==> src/rtl/dec_width_converter_32to16.sv <==
// Splits each source word into two output half-words, upper half first, with
// valid/ready handshakes. Define DEC_WCONV_REG_READY_EN for a skid entry and a flop-driven ready.
module dec_width_converter_32to16 #(
  parameter int unsigned InputDataWidth  = 32,
  parameter int unsigned OutputDataWidth = 16
) (
  input  logic                       iClock,
  input  logic                       iReset,
  input  logic                       iSrcDataValid,
  input  logic                       iSrcDataLast,
  input  logic [InputDataWidth-1:0]  iSrcData,
  output logic                       oConverterReady,
  output logic                       oConvertedDataValid,
  output logic                       oConvertedDataLast,
  output logic [OutputDataWidth-1:0] oConvertedData,
  input  logic                       iDstReady
);

  localparam int unsigned IW = InputDataWidth;
  localparam int unsigned OW = OutputDataWidth;

  localparam logic [2:0] StIdle = 3'b001;
  localparam logic [2:0] StHigh = 3'b010;
  localparam logic [2:0] StLow  = 3'b100;

  logic [2:0]    state_q, state_d;
  logic [IW-1:0] data_q, data_d;
  logic          last_q, last_d;
  logic          out_valid_q, out_valid_d;
  logic          out_last_q, out_last_d;
  logic [OW-1:0] out_data_q, out_data_d;
  logic          ready;
  logic          in_xfer;
  logic          out_xfer;

`ifdef DEC_WCONV_REG_READY_EN
  logic          skid_valid_q, skid_valid_d;
  logic [IW-1:0] skid_data_q, skid_data_d;
  logic          skid_last_q, skid_last_d;
  logic          ready_q, ready_d;

  assign ready = ready_q;
`else
  // Ready looks through to the sink so a new word can load on the final half.
  assign ready = (state_q == StIdle) || ((state_q == StLow) && iDstReady);
`endif

  assign in_xfer  = iSrcDataValid && ready;
  assign out_xfer = out_valid_q && iDstReady;

  // Next-state, buffer and output computation.
  always_comb begin
    state_d = state_q;
    data_d  = data_q;
    last_d  = last_q;
`ifdef DEC_WCONV_REG_READY_EN
    skid_valid_d = skid_valid_q;
    skid_data_d  = skid_data_q;
    skid_last_d  = skid_last_q;
`endif
    case (state_q)
      StIdle: begin
        if (in_xfer) begin
          data_d  = iSrcData;
          last_d  = iSrcDataLast;
          state_d = StHigh;
        end
      end
      StHigh: begin
        if (out_xfer) state_d = StLow;
`ifdef DEC_WCONV_REG_READY_EN
        if (in_xfer) begin
          skid_valid_d = 1'b1;
          skid_data_d  = iSrcData;
          skid_last_d  = iSrcDataLast;
        end
`endif
      end
      StLow: begin
        if (out_xfer) begin
`ifdef DEC_WCONV_REG_READY_EN
          if (skid_valid_q) begin
            data_d       = skid_data_q;
            last_d       = skid_last_q;
            skid_valid_d = 1'b0;
            state_d      = StHigh;
          end else
`endif
          if (in_xfer) begin
            data_d  = iSrcData;
            last_d  = iSrcDataLast;
            state_d = StHigh;
          end else begin
            state_d = StIdle;
          end
        end
`ifdef DEC_WCONV_REG_READY_EN
        else if (in_xfer) begin
          skid_valid_d = 1'b1;
          skid_data_d  = iSrcData;
          skid_last_d  = iSrcDataLast;
        end
`endif
      end
      default: state_d = StIdle;
    endcase

`ifdef DEC_WCONV_REG_READY_EN
    ready_d = ~skid_valid_d;
`endif

    out_valid_d = (state_d == StHigh) || (state_d == StLow);
    out_last_d  = (state_d == StLow) && last_d;
    if (state_d == StHigh)     out_data_d = data_d[IW-1:OW];
    else if (state_d == StLow) out_data_d = data_d[OW-1:0];
    else                       out_data_d = '0;
  end

  always_ff @(posedge iClock) begin
    if (iReset) begin
      state_q     <= StIdle;
      data_q      <= '0;
      last_q      <= 1'b0;
      out_valid_q <= 1'b0;
      out_last_q  <= 1'b0;
      out_data_q  <= '0;
`ifdef DEC_WCONV_REG_READY_EN
      skid_valid_q <= 1'b0;
      skid_data_q  <= '0;
      skid_last_q  <= 1'b0;
      ready_q      <= 1'b0;
`endif
    end else begin
      state_q     <= state_d;
      data_q      <= data_d;
      last_q      <= last_d;
      out_valid_q <= out_valid_d;
      out_last_q  <= out_last_d;
      out_data_q  <= out_data_d;
`ifdef DEC_WCONV_REG_READY_EN
      skid_valid_q <= skid_valid_d;
      skid_data_q  <= skid_data_d;
      skid_last_q  <= skid_last_d;
      ready_q      <= ready_d;
`endif
    end
  end

  assign oConverterReady     = ready;
  assign oConvertedDataValid = out_valid_q;
  assign oConvertedDataLast  = out_last_q;
  assign oConvertedData      = out_data_q;

endmodule

==> config.mk <==
export PLATFORM = sky130hd
export DESIGN_NAME = dec_width_converter_32to16
export DESIGN_NICKNAME = d
export VERILOG_FILES = /design/src/rtl/dec_width_converter_32to16.sv
export SDC_FILE = /design/constraint.sdc
export NUM_CORES = 1
export LEC_CHECK = 0
export ABC_AREA = 0
export BUFFER_PORTS_ARGS = -buffer_cell sky130_fd_sc_hd__buf_4
export CAP_MARGIN = 15
export CORE_AREA = 10 10 81 83
export DETAILED_ROUTE_END_ITERATION = 12
export DIE_AREA = 0 0 91 93
export HOLD_SLACK_MARGIN = 0.03
export SETUP_SLACK_MARGIN = 0.5
export SLEW_MARGIN = 15
export SYNTH_ARGS = -nofsm -noshare
export SYNTH_HDL_FRONTEND = slang
export SYNTH_SLANG_ARGS = --single-unit
==> constraint.sdc <==
create_clock -name iClock -period 3.84 [get_ports iClock]
set_clock_uncertainty 0.15 [all_clocks]
set_input_delay 0.192 -clock iClock [delete_from_list [all_inputs] [get_ports iClock]]
set_output_delay 0.192 -clock iClock [all_outputs]
set_load 0.005 [all_outputs]
==> results.md, run 1 <==
- CTS Hold Buffers Added: 33
- Die Ht: 93 um
- Fraction of layout cells with a size suffix above 1: 0.2840
- RSZ-0062 raised after global routing: no
- Worst VDD drop: 0.0002306 V
- Register area share after synthesis: 0.5632
- Worst hold path class: in -> reg
- Shortest period the worst path allows: 2.146 ns
- Die ar.: 8463 um2
- Total track usage: 0.1052
- GP Congestion: 0.7033
- Setup-failing EPs final: 0
- Total grt overflow: 0
- Vias in the first global route: 1551
- Setup crit end kind: register
- Final ANT Viol Nets: 0
- Slowest CP cell: o21bai_4
- Final period util: 0.5588
- Worst R2R Start: state_q[0]
- Hold path cells: 4
- Worst-Margin Slew: 0.7092 ns
- Fmax: 0.4660 GHz
- Distinct cells, synth: 26
- Post-detail-place hpwl: 2992 um
- Reg2Reg Depth: 5
- Initial antenna violation count: 0
- Ys Warns: 0
- Via density: 4.434
- Placeable Area: 5010 um2
- DRT Pass-1 Iters: 4
- Slew Limit Fails: 0
- Clock slew seen by the registers of the worst setup and hold paths: 0.09 ns
- Clk pwr share: 0.286
- Crit Path Max Fanout: 17
- Chip Width: 91 um
- H-tree levels: 2
- Grt met1 use: 0.1284
- # IOs: 56
- Per-cell routed wire length: 13.69 um
- Gate Count Post-Synth: 170
- Non-filler cells in the finished layout: 327
- Largest stage delay, worst path: 0.47 ns
- Initial DRC Count: 109
- Root Driver: clkbuf_8
- Nets: 293
- Worst setup SP type: register
- Via count: 1450
- Net switching power figure: 262.2 uW
- Reg2Reg Capture Point: oConvertedData[12]
- Leak pwr: 1.189 nW
- CTS Buf Count: 5
- Rel. slew slack: 0.5272
- WS Path Type: reg -> reg
- Critical Path, Cell by Cell: and4b_1 -> o211a_2 -> buf_4 -> o21bai_4 -> o22ai_1
- Reg2reg setup slack: 1.69 ns
- Switching portion of total power: 0.2372
- Hold_sp: iSrcDataValid
- Syn avg cell area: 11.29 um2
- Hold EP: state_q[0]
- Syn Std Cell Area: 1919 um2
- Critical Path RT: 3.84 ns
- Clock sinks: 54
- Post-CTS Resized: 0
- Yosys top cell area share: 0.5632
- Top cells by area, synth: dfxtp_1, mux2i_1, nor2_1, o22ai_1, buf_6
- Status: completed
- Pint: 843.3 uW
- Hold_ws: 0.1022 ns
- Busiest grt layer: met2
- Power share of the sequential group: 0.548
- Synth Register Bits: 54
- Initial Util: 0.3831
- Clock buffer depth: 2
- Synth area leader: dfxtp_1
- First-pass GRT wire length: 7376 um
- Met3 usage: 0.03597
- Buf/Inv on CP: 1
- Comb pwr share: 0.166
- CTS tree: built
- Overall Power: 1.106 mW
- Diodes inserted: 0
- Largest net degree at the start of global routing: 38
- Delay-heaviest family, CP: compound AO/OA/AOI/OAI gates
- Remaining DRCs: 0
- P per Cell Area: 404.0 nW/um2
- Buffers on Ports: 55
- Clk_lat worst skew: 0.30 ns
- Crit path DAT: 2.15 ns
- Synth Net Count: 207
- Setup TNS: 0 ns
- Fin. Hold Viols: 0
- Max-cap viol count: 0
- Setup Fix Bufs, Post-CTS: 0
- Row cnt: 26
- Placed Cells incl. Taps: 286
- Met2 Use GR: 0.1712
- Routed WL: 4476 um
- Syn-to-layout area delta: 42.57%
==> cell families after synthesis <==
family	count (synthesis)	synth area share
muxes	33	0.1806
AOI/OAI and AO/OA	22	0.08344
DFF	54	0.5632
and+or+nand+nor	47	0.1043
buffers and inverters	14	0.06845
==> Yosys cell counts <==
| cell | instances |
|---|---|
| and3_2 | 1 |
| buf_12 | 1 |
| nor2b_1 | 3 |
| clkbuf_8 | 1 |
| a211o_1 | 1 |
| nand3_1 | 1 |
| a21oi_1 | 1 |
| o22ai_2 | 1 |
| mux2i_4 | 1 |
| o211a_1 | 1 |
| and4b_1 | 1 |
| buf_6 | 4 |
| o21ai_0 | 1 |
| o22ai_1 | 15 |
| nor2_1 | 37 |
| or3_1 | 1 |
| mux2i_2 | 1 |
| clkbuf_1 | 3 |
| o21bai_4 | 1 |
| dfxtp_1 | 54 |
| buf_8 | 2 |
| nand2b_1 | 1 |
| inv_2 | 3 |
| a31oi_1 | 1 |
| nand2_1 | 2 |
| mux2i_1 | 31 |
==> power groups by stage <==
stage          Combinational (mW)  Clock [mW]  Sequential (mW)
6_report                    0.184       0.317            0.605
5_1_grt                     0.202       0.350            0.609
4_1_cts                     0.186       0.327            0.606
3_5_place_dp                0.158           0            0.619
3_3_place_gp                0.159           0            0.618
2_1_floorplan               0.108           0            0.617
==> worst max path at each step <==
stage	startpoint	to	slack (ns)	depth (start not counted)
2_1_floorplan	state_q[0]	oConvertedData[0]	2.22	6
3_3_place_gp	state_q[0]	oConvertedData[13]	1.73	5
3_5_place_dp	state_q[0]	oConvertedData[13]	1.70	5
4_1_cts	state_q[0]	oConvertedData[12]	1.68	5
5_1_grt	state_q[0]	oConvertedData[12]	1.55	5
6_report	state_q[0]	oConvertedData[12]	1.69	5
==> layout by cell type, fill, tap and decap left out, drive strengths merged, types with 2 or more instances in the layout <==
master,instances
dfxtp,54
o22ai,16
nor2b,3
nor2,37
clkbuf,7
inv,3
mux2i,33
buf,57
dlygate4sd3,33
nand2,2
==> worst min-delay path: cells and delay by family <==
family	cells	cell delay (ns)
AOI/OAI and AO/OA	1	0.10
buffers and inverters	1	0.12
and+or+nand+nor	2	0.12
==> routing by layer <==
layer  wire length, um  share of wire  vias up
met5                 0              0        -
met4                65          0.015        0
met3               210          0.047        6
met2              2119           0.47       37
met1              2081           0.46      654
li1                  -              -      753
==> registers in the layout, summed over array words and instances (netlist names) <==
name                 count
data_q                  32
last_q                   1
oConvertedData          16
oConvertedDataLast       1
oConvertedDataValid      1
state_q                  3
==> per-stage QoR <==
stage	util	area, um2	setup WS, ns
after global routing	0.5462	2736	1.550
after floorplan	-	1919	2.219
after detailed placement	0.4620	2315	1.697
after CTS	0.5462	2736	1.678
after global placement	0.4620	2315	1.731
final	0.5462	2736	1.694
==> area by class of cell <==
class / instances / area, um2
well taps: 70 / 87.58
multi-input cells: 102 / 706.9
clock buffers: 7 / 86.33
inverters: 3 / 11.26
flip-flops and latches: 54 / 1081
repair buffers: 90 / 758.2
clock inverters: 1 / 5.005
fillers: 482 / 2273
Note: power is estimated with default switching activity, not from simulation.
==> run 2: changes to the inputs <==
- clock period: 3.84 -> 2.1 ns (I/O delays scaled with it)
==> run 2 against run 1 <==
Critical path depth grew 1; largest power group unchanged; routed wire length grew 14%; count of clock-buffer cells in the layout is the same; combinational power grew to 2.6 times the previous value; non-clock buffer count grew 11; total power grew 97%; sequential power grew 85%; flip-flop and latch count is the same.
==> results.md, run 2 (synthesis results as in run 1) <==
- Status: completed (unchanged)
- Worst hold path class: in -> reg (unchanged)
- Reg2reg setup slack: 0.43 ns (was 1.69 ns)
- WS Path Type: reg -> reg (unchanged)
- Reg2Reg Depth: 6 (was 5)
- Vias in the first global route: 1702 (was 1551)
- Buffers on Ports: 55 (unchanged)
- Row cnt: 26 (unchanged)
- CTS Buf Count: 5 (unchanged)
- Switching portion of total power: 0.2494 (was 0.2372)
- Slew Limit Fails: 0 (unchanged)
- Final ANT Viol Nets: 0 (unchanged)
- Clock buffer depth: 2 (unchanged)
- Fin. Hold Viols: 0 (unchanged)
- Routed WL: 5107 um (was 4476 um)
- WL met3: 230 um (was 210 um)
- Root Driver: clkbuf_8 (unchanged)
- GP Congestion: 0.7556 (was 0.7033)
- Non-filler cells in the finished layout: 342 (was 327)
- PnR worst setup slack: 0.4258 ns (was 1.694 ns)
- Remaining DRCs: 0 (unchanged)
- Commonest non-fill, non-tap cell in the layout: buf_4 (unchanged)
- Clock slew seen by the registers of the worst setup and hold paths: 0.09 ns (about the same)
- Total grt overflow: 0 (unchanged)
- Rel. slew slack: 0.8197 (was 0.5272)
- DP Worst Slack: 0.2487 ns (was 1.697 ns)
- Per-cell routed wire length: 14.93 um (was 13.69 um)
- Chip Width: 91 um (unchanged)
- Reg2Reg Capture Point: oConvertedData[12] (unchanged)
- Via density: 4.649 (was 4.434)
- Placed Cells incl. Taps: 289 (was 286)
- Shortest period the worst path allows: 1.674 ns (was 2.146 ns)
- Fraction of layout cells with a size suffix above 1: 0.4244 (was 0.2840)
- P per Cell Area: 692.5 nW/um2 (was 404.0 nW/um2)
- Critical Path RT: 2.14 ns (was 3.84 ns)
- Critical Path, Cell by Cell: and4b_1 -> o211a_4 -> buf_4 -> o21bai_4 -> buf_12 -> o22ai_1 (was and4b_1 -> o211a_2 -> buf_4 -> o21bai_4 -> o22ai_1)
- Worst-Margin Slew: 0.2697 ns (was 0.7092 ns)
- Clk pwr share: 0.271 (was 0.286)
- Final period util: 0.7972 (was 0.5588)
- Initial antenna violation count: 0 (unchanged)
- Wl on met1: 2245 um (was 2081 um)
- Buf/Inv on CP: 2 (was 1)
- Crit path DAT: 1.71 ns (was 2.15 ns)
- Uppermost layer routed: met4 (unchanged)
- Via count: 1590 (was 1450)
- Post-detail-place hpwl: 3201 um (was 2992 um)
- Pint: 1.638 mW (was 843.3 uW)
- Clk_lat worst skew: 0.30 ns (about the same)
- CTS tree: built (unchanged)
- Initial DRC Count: 58 (was 109)
- Most frequent cells in the layout: buf_4, dfxtp_1, nor2_1 (unchanged)
- Crit. path cell count: 6 (was 5)
- WL met2: 2587 um (was 2119 um)
- Placeable Area: 5010 um2 (unchanged)
- Comb pwr share: 0.217 (was 0.166)
- Largest Register: data_q (unchanged)
- Syn-to-layout area delta: 64.21% (was 42.57%)
- Setup TNS: 0 ns (unchanged)
- Setup-failing EPs final: 0 (unchanged)
- Power share of the sequential group: 0.512 (was 0.548)
- Largest stage delay, worst path: 0.37 ns (was 0.47 ns)
- Worst setup path start: state_q[0] (unchanged)
- Total track usage: 0.1221 (was 0.1052)
- Leak pwr: 1.273 nW (was 1.189 nW)
- Net switching power figure: 544.3 uW (was 262.2 uW)
- # IOs: 56 (unchanged)
- Overall Power: 2.183 mW (was 1.106 mW)
- Fmax: 0.5973 GHz (was 0.4660 GHz)
- Die Ht: 93 um (unchanged)
- Slowest CP cell: dfxtp_4 (was o21bai_4)
- RSZ-0062 raised after global routing: yes (was no)
- Max reg flops: 32 (unchanged)
- H-tree levels: 2 (unchanged)
- Delay-heaviest family, CP: compound AO/OA/AOI/OAI gates (unchanged)
- Worst setup SP type: register (unchanged)
- Max-cap viol count: 0 (unchanged)
- Crit Path Max Fanout: 13 (was 17)
- Critical Path End: oConvertedData[12] (unchanged)
- Clock sinks: 54 (unchanged)
- Worst VDD drop: 0.0004276 V (was 0.0002306 V)
- Largest net degree at the start of global routing: 25 (was 38)
- Die ar.: 8463 um2 (unchanged)
- First-pass GRT wire length: 8466 um (was 7376 um)
- Worst R2R Start: state_q[0] (unchanged)
- Initial Util: 0.3831 (unchanged)
- Nets: 307 (was 293)
- DRT Pass-1 Iters: 4 (unchanged)
- Setup crit end kind: register (unchanged)
run 2: worst min-delay path by stage:
stage,cells past startpoint,from,to
after detailed placement,3,iSrcData[8],data_q[8]
final,5,iDstReady,state_q[0]
after floorplan,2,iSrcData[24],data_q[24]
after CTS,5,iDstReady,state_q[0]
after global placement,3,iSrcData[8],data_q[8]
after global routing,5,iDstReady,state_q[0]
run 2: final cells by class:
type | count | area [um2]
tap | 70 | 87.58
fill | 419 | 1858
clock buffer | 7 | 86.33
sequential | 54 | 1090
timing repair buffer | 101 | 895.9
inverter | 3 | 11.26
clock inverter | 1 | 5.005
antenna | 1 | 2.502
multi-input combinational | 105 | 973.4
run 2: worst reg2reg max path: stages (launching register included):
cell and delay (ns):
dfxtp_4 0.37, and4b_1 0.20, o211a_4 0.27, buf_4 0.15, o21bai_4 0.16, buf_12 0.16
o22ai_1 0.10
run 2: stage by stage:
stage	utilization	hold slack (ns)	cell area, um2
6_report	0.6291	0.2352	3152
5_1_grt	0.6286	0.3032	3149
4_1_cts	0.6026	0.1907	3019
3_5_place_dp	0.4695	0.2185	2352
3_3_place_gp	0.4695	0.2185	2352
2_1_floorplan	-	0.1080	1922
run 2: per-layer routing:
layer  global-route usage  vias up
li1                     -      797
met1               0.1371      754
met2               0.2160       32
met3              0.04237        7
met4              0.03264        0
met5                    0        -
run 2: power groups by stage:
stage	logic [mW]	clock network [mW]	registers [mW]
2_1_floorplan	0.198	0	1.13
3_3_place_gp	0.299	0	1.13
3_5_place_dp	0.303	0	1.13
4_1_cts	0.429	0.602	1.11
5_1_grt	0.512	0.646	1.12
6_report	0.474	0.591	1.12
run 2: timing repair:
| action | CTS | global route |
|---|---|---|
| gates cloned | 2 | 1 |
| hold buffers | 35 | 0 |
| buffers inserted | 5 | 1 |
| pin swaps | 6 | 0 |
| setup endpoints to repair | 51 | 51 |
| gates resized for setup | 37 | 20 |
| hold endpoints to repair | 52 | 0 |
